### src/rtl/adc_uart_packetizer.sv
// Buffers ADC capture bytes in a FIFO and frames them as HEADER/seq/LEN/payload packets for uart_tx.
// Define PKT_CHECKSUM_EN to append a modulo-256 checksum byte to every packet.
//
// state     | meaning
// ----------+--------------------------------------------------------------
// S_IDLE    | wait for a full packet's worth of data or a served flush
// S_HDR     | issue HEADER byte
// S_SEQ     | issue sequence number
// S_LEN     | issue frozen payload length
// S_PAYLOAD | issue and pop LEN FIFO bytes
// S_CSUM    | issue checksum (PKT_CHECKSUM_EN builds only)
module adc_uart_packetizer #(
  parameter int          PKT_LEN    = 16,
  parameter int          FIFO_DEPTH = 32,
  parameter logic [7:0]  HEADER     = 8'hA5
) (
  input  logic        clk_50M,
  input  logic        rst,
  input  logic        in_valid,
  input  logic [7:0]  in_data,
  output logic        in_ready,
  input  logic        flush,
  output logic        tx_wreq,
  output logic [7:0]  tx_wdata,
  input  logic        tx_rdy,
  output logic        overflow,
  output logic [15:0] pkt_cnt
);

  localparam int AW = (FIFO_DEPTH > 1) ? $clog2(FIFO_DEPTH) : 1;
  localparam int LW = AW + 1;
  localparam logic [LW-1:0] FULL_LVL = LW'(FIFO_DEPTH);
  localparam logic [LW-1:0] PKT_LVL  = LW'(PKT_LEN);

`ifdef PKT_CHECKSUM_EN
  typedef enum logic [2:0] {S_IDLE, S_HDR, S_SEQ, S_LEN, S_PAYLOAD, S_CSUM} state_t;
`else
  typedef enum logic [2:0] {S_IDLE, S_HDR, S_SEQ, S_LEN, S_PAYLOAD} state_t;
`endif

  state_t          state_q, state_d;
  logic [7:0]      mem_q [FIFO_DEPTH];
  logic [AW-1:0]   wr_ptr_q, wr_ptr_d, rd_ptr_q, rd_ptr_d;
  logic [LW-1:0]   level_q, level_d;
  logic [7:0]      len_q, len_d, rem_q, rem_d, seq_q, seq_d;
  logic [7:0]      tx_wdata_q, tx_wdata_d;
  logic [1:0]      guard_q, guard_d;
  logic            flush_pend_q, flush_pend_d;
  logic            overflow_q, overflow_d;
  logic [15:0]     pkt_cnt_q, pkt_cnt_d;
`ifdef PKT_CHECKSUM_EN
  logic [7:0]      csum_q, csum_d;
`endif

  logic       push, pop, fire, pkt_done;
  logic [7:0] byte_now;

  assign in_ready = !rst && (level_q != FULL_LVL);
  assign push     = in_valid && in_ready;
  // A byte goes out only while framing, with uart_tx idle and the post-write guard expired.
  assign fire     = !rst && (state_q != S_IDLE) && tx_rdy && (guard_q == 2'd0);
  assign pop      = fire && (state_q == S_PAYLOAD);

  assign tx_wreq  = fire;
  assign tx_wdata = rst ? 8'h00 : (fire ? byte_now : tx_wdata_q);
  assign overflow = overflow_q;
  assign pkt_cnt  = pkt_cnt_q;

  always_comb begin
    state_d      = state_q;
    wr_ptr_d     = wr_ptr_q;
    rd_ptr_d     = rd_ptr_q;
    level_d      = level_q;
    len_d        = len_q;
    rem_d        = rem_q;
    seq_d        = seq_q;
    guard_d      = guard_q;
    flush_pend_d = flush_pend_q | flush;
    overflow_d   = overflow_q | (in_valid && !in_ready);
    pkt_cnt_d    = pkt_cnt_q;
    byte_now     = 8'h00;
    pkt_done     = 1'b0;
`ifdef PKT_CHECKSUM_EN
    csum_d       = csum_q;
`endif

    if (push) wr_ptr_d = wr_ptr_q + AW'(1);
    if (pop)  rd_ptr_d = rd_ptr_q + AW'(1);
    case ({push, pop})
      2'b10:   level_d = level_q + LW'(1);
      2'b01:   level_d = level_q - LW'(1);
      default: level_d = level_q;
    endcase

    if (fire)                 guard_d = 2'd2;
    else if (guard_q != 2'd0) guard_d = guard_q - 2'd1;

    case (state_q)
      S_IDLE: begin
        if (level_q >= PKT_LVL) begin
          len_d        = 8'(PKT_LEN);
          rem_d        = 8'(PKT_LEN);
          flush_pend_d = 1'b0;
          state_d      = S_HDR;
        end else if (flush_pend_q || flush) begin
          // level < PKT_LEN here, so level is already min(level, PKT_LEN); empty flush is dropped
          flush_pend_d = 1'b0;
          if (level_q != '0) begin
            len_d   = 8'(level_q);
            rem_d   = 8'(level_q);
            state_d = S_HDR;
          end
        end
`ifdef PKT_CHECKSUM_EN
        csum_d = 8'h00;
`endif
      end
      S_HDR: begin
        byte_now = HEADER;
        if (fire) state_d = S_SEQ;
      end
      S_SEQ: begin
        byte_now = seq_q;
        if (fire) begin
          state_d = S_LEN;
`ifdef PKT_CHECKSUM_EN
          csum_d  = csum_q + seq_q;
`endif
        end
      end
      S_LEN: begin
        byte_now = len_q;
        if (fire) begin
          state_d = S_PAYLOAD;
`ifdef PKT_CHECKSUM_EN
          csum_d  = csum_q + len_q;
`endif
        end
      end
      S_PAYLOAD: begin
        byte_now = mem_q[rd_ptr_q];
        if (fire) begin
          rem_d = rem_q - 8'd1;
`ifdef PKT_CHECKSUM_EN
          csum_d = csum_q + byte_now;
          if (rem_q == 8'd1) state_d = S_CSUM;
`else
          if (rem_q == 8'd1) pkt_done = 1'b1;
`endif
        end
      end
`ifdef PKT_CHECKSUM_EN
      S_CSUM: begin
        byte_now = csum_q;
        if (fire) pkt_done = 1'b1;
      end
`endif
      default: state_d = S_IDLE;
    endcase

    if (pkt_done) begin
      state_d   = S_IDLE;
      seq_d     = seq_q + 8'd1;
      pkt_cnt_d = pkt_cnt_q + 16'd1;
    end

    tx_wdata_d = fire ? byte_now : tx_wdata_q;
  end

  always_ff @(posedge clk_50M) begin
    if (push) mem_q[wr_ptr_q] <= in_data;
  end

  always_ff @(posedge clk_50M) begin
    if (rst) begin
      state_q      <= S_IDLE;
      wr_ptr_q     <= '0;
      rd_ptr_q     <= '0;
      level_q      <= '0;
      len_q        <= 8'h00;
      rem_q        <= 8'h00;
      seq_q        <= 8'h00;
      tx_wdata_q   <= 8'h00;
      guard_q      <= 2'd0;
      flush_pend_q <= 1'b0;
      overflow_q   <= 1'b0;
      pkt_cnt_q    <= 16'h0000;
`ifdef PKT_CHECKSUM_EN
      csum_q       <= 8'h00;
`endif
    end else begin
      state_q      <= state_d;
      wr_ptr_q     <= wr_ptr_d;
      rd_ptr_q     <= rd_ptr_d;
      level_q      <= level_d;
      len_q        <= len_d;
      rem_q        <= rem_d;
      seq_q        <= seq_d;
      tx_wdata_q   <= tx_wdata_d;
      guard_q      <= guard_d;
      flush_pend_q <= flush_pend_d;
      overflow_q   <= overflow_d;
      pkt_cnt_q    <= pkt_cnt_d;
`ifdef PKT_CHECKSUM_EN
      csum_q       <= csum_d;
`endif
    end
  end

endmodule

### config.mk
export PLATFORM = sky130hd
export DESIGN_NAME = adc_uart_packetizer
export DESIGN_NICKNAME = d
export VERILOG_FILES = /design/src/rtl/adc_uart_packetizer.sv
export SDC_FILE = /design/constraint.sdc
export NUM_CORES = 1
export LEC_CHECK = 0
export ABC_CLOCK_PERIOD_IN_PS = 8800
export BUFFER_PORTS_ARGS = -buffer_cell sky130_fd_sc_hd__buf_2
export CAP_MARGIN = 10
export CORE_AREA = 8 8 270 142
export CTS_CLUSTER_SIZE = 20
export DETAILED_ROUTE_END_ITERATION = 12
export DIE_AREA = 0 0 278 150
export SYNTH_ARGS = -nofsm -noshare
export SYNTH_HDL_FRONTEND = slang
export SYNTH_SLANG_ARGS = --single-unit
### constraint.sdc
create_clock -name clk_50M -period 8.8 [get_ports clk_50M]
set_input_delay 1.76 -clock clk_50M [delete_from_list [all_inputs] [get_ports clk_50M]]
set_output_delay 1.76 -clock clk_50M [all_outputs]
set_load 0.02 [all_outputs]
# Word level (Yosys, flattened, before mapping)

Memory sizes are Yosys's and may differ from the RTL's. A register that Yosys moved wholly into a read port is not among the register bits.
Cells that the tools add are included.

Output and inout port bits: 27
Word-level logic and storage cells: 93
Register bits after elaboration: 71
Memories: 1
RAM bits: 256

Reduce and logical (&&, ||, !) cells: 25
$lt $le $gt $ge: 1
Equality and inequality tests: 14
Bitwise gates (word level): 3
Mux-type cells: 28
Add/sub/neg operators: 8

Memories:

| name  | depth | bits a word | rd ports | clocked after memory_dff | wr ports | line | source |
|---|---|---|---|---|---|---|---|
| mem_q | 32    | 8           | 1        | 1                        | 1        | 42   | `logic [7:0] mem_q [FIFO_DEPTH];` |

Operator list:

| operator                                                                             | count |
|---|---|
| 8-bit 2-to-1 mux                                                                     | 6 |
| 8-bit one-hot mux with 4 select lines                                                | 1 |
| 3-bit 2-to-1 mux                                                                     | 6 |
| 16-bit by 1-bit adder with 16-bit output (second input constant)                     | 1 |
| 8-bit one-hot mux with 2 select lines                                                | 1 |
| 3-bit one-hot mux with 5 select lines                                                | 1 |
| 6-bit one-hot mux with 2 select lines                                                | 1 |
| 2-bit nonzero test                                                                   | 6 |
| 5-bit by 1-bit adder with 5-bit output (second input constant)                       | 2 |
| 5-bit 2-to-1 mux                                                                     | 2 |
| 8-bit by 1-bit adder with 8-bit output (second input constant)                       | 1 |
| 8-bit by 1-bit equality test with 1-bit output (second input constant)               | 1 |
| 1-bit 2-to-1 mux                                                                     | 8 |
| 2-bit inequality test (second input constant)                                        | 4 |
| 8-bit by 1-bit subtractor with 8-bit output (second input constant)                  | 1 |
| 1-bit logical AND                                                                    | 7 |
| 6-bit by 1-bit adder with 6-bit output (second input constant)                       | 1 |
| 3-bit by 2-bit equality test with 1-bit output (second input constant)               | 2 |
| 6-bit by 5-bit greater-or-equal comparator with 1-bit output (second input constant) | 1 |
| 3-bit inequality test (second input constant)                                        | 2 |
| 6-bit inequality test (second input constant)                                        | 1 |
| 6-bit AND reduction                                                                  | 1 |
| 6-bit nonzero test                                                                   | 1 |
| 6-bit by 1-bit subtractor with 6-bit output (second input constant)                  | 1 |
| other kinds (16)                                                                     | 20 |

# Depth between registers and ports, before layout

Depth after elaboration: 7
Depth in mapped cells: 14

# Least setup slack after synthesis

No wires, ideal clock.

Path type: input to output
Start: input rst
End: output tx_wdata[7]
Arrival time: 3.136 ns
Buffers on the path: 1
Setup slack: 3.904 ns
Data required time: 7.040 ns
Stages: 6
Cell sequence: nor4b_4 > nand2_2 > buf_2 > nor2_1 > o21ai_0 > o21ai_0

Word-level cells in the longest chain between the ends: 6

RTL lines:

| element                        | line | source |
|---|---|---|
| start, declared                | 18   | `input logic rst,` |
| 1-bit logical NOT              | 61   | `assign fire = !rst && (state_q != S_IDLE) && tx_rdy && (guard_q == 2'd0);` |
| 1-bit logical AND (3 in a row) | 61   |  |
| 8-bit 2-to-1 mux               | n/a  |  |
| 8-bit 2-to-1 mux (*)           | n/a  |  |
| end, declared                  | 24   | `output logic [7:0] tx_wdata,` |

Mark *: on every way between the ends. The rest lies on a longest branch, timed or not.

# Worst setup path in the final report

Start: input rst
End: output tx_wdata[0]

Same word-level chain as after synthesis.

==> impl_metrics.json <==
{
  "wl_um": 31600,
  "layout_common_cells": "256 x edfxtp_1, 98 x nor2_1, 72 x dfxtp_1",
  "cp_top_family": "simple AND/OR/NAND/NOR gates",
  "drtIter0Drc": 898,
  "critPathLaunchType": "input pin",
  "vias": 7730,
  "netlist_instances": 892,
  "n_antenna_cell": 0,
  "cts_hold_buf": 0,
  "dieArea_mm2": 0.0417,
  "slew_viol_final": 0,
  "ant_nets": 0,
  "p_per_area_mw_per_mm2": 201,
  "worstSetupPathType": "input pin to output port",
  "max_slew_margin": 0.238,
  "fin_crit_sh": 0.635,
  "rows": 49,
  "hold_class": "flip-flop to flip-flop",
  "grt_pass1_vias": 7178,
  "syn_area_mm2": 0.0135,
  "root_buffer": "clkbuf_16",
  "synth_edf_count": 256,
  "placed_cells": 1346,
  "crit_path_max_incr_delay_ns": 0.45,
  "worst_slack_ns": 3.21,
  "worstMarginPinSlew_ns": 1.14,
  "postLayoutCellArea_mm2": 0.0151,
  "irDropWorstVdd_mv": 0.134,
  "cts_resized": 0,
  "fmax_mhz": 179,
  "setup_viol": 0,
  "critical_path.most_common_cell": "buf_2",
  "hold_ws_ns": 0.476,
  "cts_tree": "done",
  "ys_dominant_reg_cell": "edfxtp_1",
  "fin_cells": 1398,
  "status": "finished clean",
  "finalCriticalPeriod_ns": 5.59,
  "mostFrequentLayoutCell": "edfxtp_1",
  "skew_ns": 0.0146,
  "worst-endpoint-arrival_ns": 3.83,
  "start_util": 0.389,
  "cts.clk_slew.worst_paths_ns": 0.07,
  "finalHoldViolations": 0,
  "cts_buffers": 28,
  "grt_overflow_total": 0,
  "crit_fanout": 18,
  "clk_path_buf_depth": 3,
  "grt_antenna_before_repair": 0,
  "cts_setup_buffers": 0,
  "die_x_um": 278,
  "drt-pass1-iter-count": 5,
  "gp_congestion": 0.865,
  "core_mm2": 0.0348,
  "fin_nets": 941,
  "grt_usage": 0.149,
  "drive_gt1_frac": 0.186,
  "leakagePower_nw": 4.76,
  "rsz0062_at_grt": "no",
  "seq_area_frac_synth": 0.677,
  "insertion_delay_ns": 0.55,
  "async_reset_ff_frac": 0,
  "die_h_um": 150,
  "power_mw": 3.03,
  "htreeDepth": 1,
  "grt_pass1_wl_um": 47300,
  "synth.distinct_cells": 67,
  "synth.avg_cell_area_um2": 15.2,
  "required_ns": 7.04,
  "syn_nets": 916,
  "post-place-ws_ns": 3.22,
  "port_buffers": 39,
  "yosysWarnings": 0,
  "fill_cells": 3127,
  "grt_max_degree": 78,
  "setup_tns_ns": 0,
  "yosys_register_bits": 330,
  "crit_path_end_kind": "output port",
  "dp_hpwl_um": 21000,
  "crit_buf_inv": 3,
  "area_delta_synth_final_pct": 11.2,
  "viasPerCell": 5.53,
  "crit_slowest_cell": "nor4b_4",
  "boundaryPins": 40,
  "place_area_mm2": 0.0141,
  "drv_cap": 0,
  "wl_per_cell_um": 22.6,
  "drc": 0,
  "cp_cell_sequence": "buf_2, nor4b_4, nand2_2, clkinv_1, o221ai_1, a21oi_1, o2bb2ai_1, buf_2",
  "numClockSinks": 330,
  "fin_util": 0.433
}
-- synthesized netlist by cell type (5+ instances only) --
cell      number  area (um^2)
inv_1         15         56.3
nand2b_1       6         37.5
nor3b_1        5         37.5
a21oi_1       33          165
dfxtp_1       74         1480
edfxtp_1     256         7690
a22oi_1        8         60.1
mux4_2        66         1490
xor2_1        19          166
nand3_1       22          110
xnor2_1       16          140
nand3b_1       6         45.0
buf_2         15         75.1
nor2_1        98          368
or3_1          5         31.3
nor2b_1        9         56.3
ha_1          11          138
clkbuf_1      29          109
nand2_1       54          203
nor3_1        18         90.1
mux2i_1       12          120
nand4_1       14         87.6
nor4_1        10         62.6
o21ai_0       15         75.1
-- per-layer routing --
metal  global-route usage  vias to the layer above  part of all wire
li1                     -                     3481                 -
met1                0.256                     3950              0.53
met2                0.184                      262              0.37
met3               0.0356                       37             0.079
met4               0.0213                        0             0.014
met5                    0                        -                 0
-- registers in the layout, summed over array words and instances (netlist names), named ones only --
signal	cells
flush_pend_q	1
guard_q	2
len_q	6
level_q	6
mem_q	256
overflow	1
pkt_cnt	16
rd_ptr_q	5
rem_q	8
seq_q	8
state_q	3
tx_wdata_q	8
wr_ptr_q	5
-- kinds of logic (layout without fill, tap and decap cells) --
logic type	count (synthesis)	in the layout	share of synthesized area
DFF	330	330	0.677
and+or+nand+nor	275	275	0.102
AOI/OAI and AO/OA	93	93	0.0457
muxes	81	81	0.121
buffers and inverters	67	114	0.0213
xor gates and xnor gates	35	35	0.0226
adders and majority gates	11	11	0.0102
-- tightest hold or removal path, cell delays in order, from the launching register on --
cell and delay [ns]:
dfxtp_1 0.33, a21oi_1 0.04, nor2_1 0.07
-- cell type report --
type                            count  area [um^2]  share of cell area
Sequential cell                   330         9170               0.609
Multi-Input combinational cell    495         4090               0.271
Clock buffer                       42          826              0.0548
Tap cell                          459          574              0.0381
Timing Repair Buffer               46          248              0.0164
Clock inverter                     10         98.8             0.00656
Inverter                           16         60.1             0.00399
-- final timing paths --
path,start,endpoint,slack [ns],depth (start not counted)
hold reg to reg,overflow$_SDFF_PP0_,overflow$_SDFF_PP0_,0.48,2
setup reg to reg,state_q[0]$_SDFFE_PP0P_,level_q[4]$_SDFFE_PP0P_,4.87,11
hold / removal,overflow$_SDFF_PP0_,overflow$_SDFF_PP0_,0.48,2
setup / recovery,rst,tx_wdata[0],3.21,8
-- power by group --
group          leakage [nW]  internal (mW)  total, mW  switching, mW
clock network         0.463          0.707       1.26          0.555
logic                  1.40         0.0187     0.0743         0.0556
registers              2.90           1.68       1.69        0.00929
total                  4.76           2.41       3.03          0.620
Power figures use the tool's default switching activity.
